**config.mk**
```make
export PLATFORM = sky130hd
export DESIGN_NAME = token_receiver_flat
export DESIGN_NICKNAME = d
export VERILOG_FILES = /design/src/rtl/token_receiver_if.sv /design/src/rtl/token_receiver.sv /design/src/flat_wrapper.sv
export SDC_FILE = /design/constraint.sdc
export NUM_CORES = 1
export LEC_CHECK = 0
export ABC_AREA = 1
export BUFFER_PORTS_ARGS = -buffer_cell sky130_fd_sc_hd__buf_2
export CAP_MARGIN = 20
export CORE_MARGIN = 5
export CORE_UTILIZATION = 50
export CTS_CLUSTER_DIAMETER = 30
export CTS_CLUSTER_SIZE = 14
export DETAILED_ROUTE_END_ITERATION = 16
export GPL_TIMING_DRIVEN = 0
export PLACE_DENSITY = 0.7
export SYNTH_ARGS = -nofsm -noshare
export SYNTH_HDL_FRONTEND = slang
export SYNTH_SLANG_ARGS = --single-unit
```
**constraint.sdc**
```tcl
create_clock -name clk -period 13.8 [get_ports clk]
set_input_delay 0.69 -clock clk [delete_from_list [all_inputs] [get_ports clk]]
set_output_delay 0.69 -clock clk [all_outputs]
set_load 0.02 [all_outputs]
```
**src/rtl/token_receiver_if.sv**
```systemverilog
// token_receiver_if: writer send/ack handshake plus ring-side valid/ready stream of token_receiver.
// rx_count_o_tr is carried only when TOKEN_RX_COUNT_EN is defined.
interface token_receiver_if #(parameter int DEPTH = 4);
    localparam int LW = $clog2(DEPTH) + 1;
    logic          send_i_tr;
    logic [61:0]   token_i_tr;
    logic          ack_o_tr;
    logic [61:0]   token_o_tr;
    logic          valid_o_tr;
    logic          ready_i_tr;
    logic [LW-1:0] level_o_tr;
`ifdef TOKEN_RX_COUNT_EN
    logic [15:0]   rx_count_o_tr;
    modport master (output send_i_tr, token_i_tr, ready_i_tr,
                    input ack_o_tr, token_o_tr, valid_o_tr, level_o_tr, rx_count_o_tr);
    modport slave  (input send_i_tr, token_i_tr, ready_i_tr,
                    output ack_o_tr, token_o_tr, valid_o_tr, level_o_tr, rx_count_o_tr);
`else
    modport master (output send_i_tr, token_i_tr, ready_i_tr,
                    input ack_o_tr, token_o_tr, valid_o_tr, level_o_tr);
    modport slave  (input send_i_tr, token_i_tr, ready_i_tr,
                    output ack_o_tr, token_o_tr, valid_o_tr, level_o_tr);
`endif
endinterface

```
**src/rtl/token_receiver.sv**
```systemverilog
// token_receiver: 4-phase send/ack token slave feeding a FWFT FIFO drained over valid/ready.
// TOKEN_RX_COUNT_EN adds a wrapping 16-bit accepted-token counter.
module token_receiver #(parameter int DEPTH = 4) (
    input logic clk,
    input logic rst,
    token_receiver_if.slave bus
);
    localparam int AW = $clog2(DEPTH);
    localparam int LW = AW + 1;
    typedef enum logic [1:0] {RX_IDLE = 2'd0, RX_ACK = 2'd1} rx_state_t;
    rx_state_t     state;
    logic          ack;
    logic          valid;
    logic [LW-1:0] level;
    logic [AW-1:0] wr_ptr;
    logic [AW-1:0] rd_ptr;
    logic [61:0]   mem [DEPTH];
    logic          push;
    logic          pop;
    logic [LW-1:0] level_nxt;
    // full test uses the registered level, so a same-cycle pop never frees a slot for a push
    assign push      = (state == RX_IDLE) && bus.send_i_tr && (level != LW'(DEPTH));
    assign pop       = valid && bus.ready_i_tr;
    assign level_nxt = level + LW'(push) - LW'(pop);
    always_ff @(posedge clk) begin
        if (rst) begin
            state  <= RX_IDLE;
            ack    <= 1'b0;
            valid  <= 1'b0;
            level  <= '0;
            wr_ptr <= '0;
            rd_ptr <= '0;
        end else begin
            case (state)
                RX_IDLE: if (push) begin
                    state <= RX_ACK;
                    ack   <= 1'b1;
                end
                RX_ACK: if (!bus.send_i_tr) begin
                    state <= RX_IDLE;
                    ack   <= 1'b0;
                end
                default: begin
                    state <= RX_IDLE;
                    ack   <= 1'b0;
                end
            endcase
            level  <= level_nxt;
            valid  <= level_nxt != '0;
            wr_ptr <= wr_ptr + AW'(push);
            rd_ptr <= rd_ptr + AW'(pop);
        end
    end
    always_ff @(posedge clk) begin
        if (push) mem[wr_ptr] <= bus.token_i_tr;
    end
    assign bus.ack_o_tr   = ack;
    assign bus.valid_o_tr = valid;
    assign bus.level_o_tr = level;
    assign bus.token_o_tr = valid ? mem[rd_ptr] : 62'h0;
`ifdef TOKEN_RX_COUNT_EN
    logic [15:0] rx_count;
    always_ff @(posedge clk) begin
        if (rst) rx_count <= '0;
        else if (push) rx_count <= rx_count + 16'd1;
    end
    assign bus.rx_count_o_tr = rx_count;
`endif
endmodule
```
**src/flat_wrapper.sv**
```systemverilog
// flat-port wrapper written by rule: the top's interface ports become plain ports
module token_receiver_flat 
#(parameter int DEPTH = 4)
  (clk, rst, bus_send_i_tr, bus_token_i_tr, bus_ready_i_tr, bus_ack_o_tr, bus_token_o_tr, bus_valid_o_tr, bus_level_o_tr);
  token_receiver_if #(.DEPTH(DEPTH)) bus_i ();
  input logic clk;
  input logic rst;
  input wire logic [$bits(bus_i.send_i_tr)-1:0] bus_send_i_tr;
  input wire logic [$bits(bus_i.token_i_tr)-1:0] bus_token_i_tr;
  input wire logic [$bits(bus_i.ready_i_tr)-1:0] bus_ready_i_tr;
  output wire logic [$bits(bus_i.ack_o_tr)-1:0] bus_ack_o_tr;
  output wire logic [$bits(bus_i.token_o_tr)-1:0] bus_token_o_tr;
  output wire logic [$bits(bus_i.valid_o_tr)-1:0] bus_valid_o_tr;
  output wire logic [$bits(bus_i.level_o_tr)-1:0] bus_level_o_tr;
  assign bus_i.send_i_tr = bus_send_i_tr;
  assign bus_i.token_i_tr = bus_token_i_tr;
  assign bus_i.ready_i_tr = bus_ready_i_tr;
  assign bus_ack_o_tr = bus_i.ack_o_tr;
  assign bus_token_o_tr = bus_i.token_o_tr;
  assign bus_valid_o_tr = bus_i.valid_o_tr;
  assign bus_level_o_tr = bus_i.level_o_tr;
  token_receiver #(.DEPTH(DEPTH)) u_core (.clk(clk), .rst(rst), .bus(bus_i));
endmodule
```
==> results.cfg <==
[cts]
cts-root-buf = clkbuf_16
path_clk_slew_ns = 0.06
htreeDepth = 2
cts_tree = yes
cts_setup_buffers = 0
cts_resized = 0
cts_buffer_depth = 3
ctsHoldBuffers = 0
cts_buffers = 47
cts_sinks = 257
clk_latency_ns = 0.52

[pwr]
p_leak_uw = 0.00602
power_density_mw_per_mm2 = 211
ir_drop_v = 0.000127

[synth]
syn_nets = 1047
syn_area_mm2 = 0.0106
synth_cells = 976
synth.avg_cell_area_um2 = 10.9
ys_seq_area_frac = 0.716
synthDistinctLibCells = 17
synth_seq_cells = 257
yosys_warnings = 0

[timing]
min_period_over_period = 0.213
rsz0062_at_grt = false
slew_violations = 0
hold_ws_ns = 0.374
finalCriticalPeriod_ns = 2.93
tightestPinTransition_ns = 0.991
relSlewSlack = 0.336
fmax_mhz = 341
setup_violations = 0
setup-tns-final_ns = 0
clock_skew_ns = 0.0111
hold_viol = 0

[run]
maxCapViolations = 0

[route]
wl_per_cell_um = 16.1
drtIter0Drc = 498
drc = 0
num_vias = 7273
drt_wl_total_mm = 24.1
first_pass_iters = 5
ant_nets = 0
via_per_inst = 4.86

[global_route]
overflow = 0
antenna_found_initial = 2
grt_pass1_vias = 7483
grt_pass1_wl_mm = 38.8
grt_max_degree = 13
groute.usage.overall = 0.203

[placement]
port_buffers = 131
place_inst = 1409
gp_congestion = 0.743
dp_hpwl_mm = 15.8

[worst_setup_path]
critPathRequiredTime_ns = 13.11
cp_max_fo = 10
crit_type = reg -> out
arrival_ns = 2.24
worstSetupEndpointType = output pin
startpoint_type = register

[layout]
fin_cells = 1498
nNetsFinal = 1254
final_common_cell = nand2_1
synthToLayoutAreaGrowth_pct = 27.8
final_cell_mix = 379 x nand2_1, 248 x edfxtp_1, 155 x buf_2
fin_util = 0.647
drive_gt1_frac = 0.227

[floorplan]
core_area_mm2 = 0.0210
start_util = 0.506
io_pins = 133
fp-row-count = 53
dieArea_mm2 = 0.0243
dieWidth_um = 156
die_y_um = 156

[run_status]
status = finished clean

[worst_hold_path]
hold_path_class = in -> reg
## report_power, final
part	internal, µW	switching [µW]
registers	944	21.0
clock network	778	380
logic	235	518
total	1960	919
## logic make-up (layout without fill, tap and decap cells)
kind of cell | count (synthesis) | in the layout | share of synthesized area
AND/OR/NAND/NOR | 457 | 457 | 0.169
flip-flops | 257 | 257 | 0.716
buffers and inverters | 192 | 438 | 0.0765
AO/OA/AOI/OAI | 63 | 63 | 0.0296
adder cells (fa/ha/maj) | 5 | 5 | 0.00658
XOR/XNOR | 2 | 2 | 0.00165
other | 0 | 1 | 0
## registers in the layout, summed over array words and instances (netlist names)
signal and count:
u_core.rd_ptr 2, u_core.bus.valid_o_tr 1, u_core.bus.ack_o_tr 1, u_core.mem 248
u_core.bus.level_o_tr 3, u_core.wr_ptr 2
## critical path: stages (launching register included)
cell and delay [ns]:
dfxtp_1 0.33, buf_4 0.18, clkbuf_1 0.50, nand2_1 0.10, nand2_1 0.09, nand2_1 0.05, a21oi_1 0.25, buf_2 0.22
## final timing paths
kind                          to  depth (start not counted)  slack [ns]                     start
max           bus_token_o_tr[11]                          7       10.87          u_core.rd_ptr[0]
min            u_core.mem[1][17]                          1        0.37        bus_token_i_tr[17]
max reg2reg    u_core.mem[1][37]                          6       11.49  u_core.bus.level_o_tr[1]
min reg2reg  u_core.bus.ack_o_tr                          2        0.52       u_core.bus.ack_o_tr
## layer usage
layer	part of all wire	vias up	routed length [µm]	global-route usage
met4	0.014	4	348	0.0484
met2	0.50	238	11900	0.348
li1	-	3596	-	-
met1	0.42	3395	10200	0.265
met5	0.00087	-	21	0
met3	0.068	40	1630	0.0466
## cells in the mapped netlist
cell type	n	area, µm²
nand2_1	379	1420
edfxtp_1	248	7450
inv_1	142	533
nand3_1	65	325
a21oi_1	62	310
buf_2	24	120
clkbuf_1	14	52.6
dfxtp_1	9	180
nor2_1	9	33.8
buf_6	8	90.1
ha_1	4	50.1
nor3_1	4	20.0
inv_2	3	11.3
xnor2_1	2	17.5
buf_4	1	7.51
fa_1	1	20.0
o21ai_0	1	5.00
## through the flow
step | worst slack [ns] | area, µm² | power (µW)
6_report | 10.87 | 13600 | 2880
5_1_grt | 10.77 | 13600 | 3020
3_5_place_dp | 11.15 | 12000 | 1740
3_3_place_gp | 4.79 | 11600 | 1710
4_1_cts | 10.83 | 13600 | 2900
2_1_floorplan | 8.11 | 10600 | 1460
## layout make-up
class,count,area (µm²)
diodes,1,2.50
plain buffers,47,270
clock buffers,51,1190
clock inverters,37,434
fillers,1607,7420
inverters,145,544
multi-input cells,527,2220
flip-flops and latches,257,7630
well taps,275,344
repair buffers,158,963
Note: power is estimated with default switching activity, not from simulation.
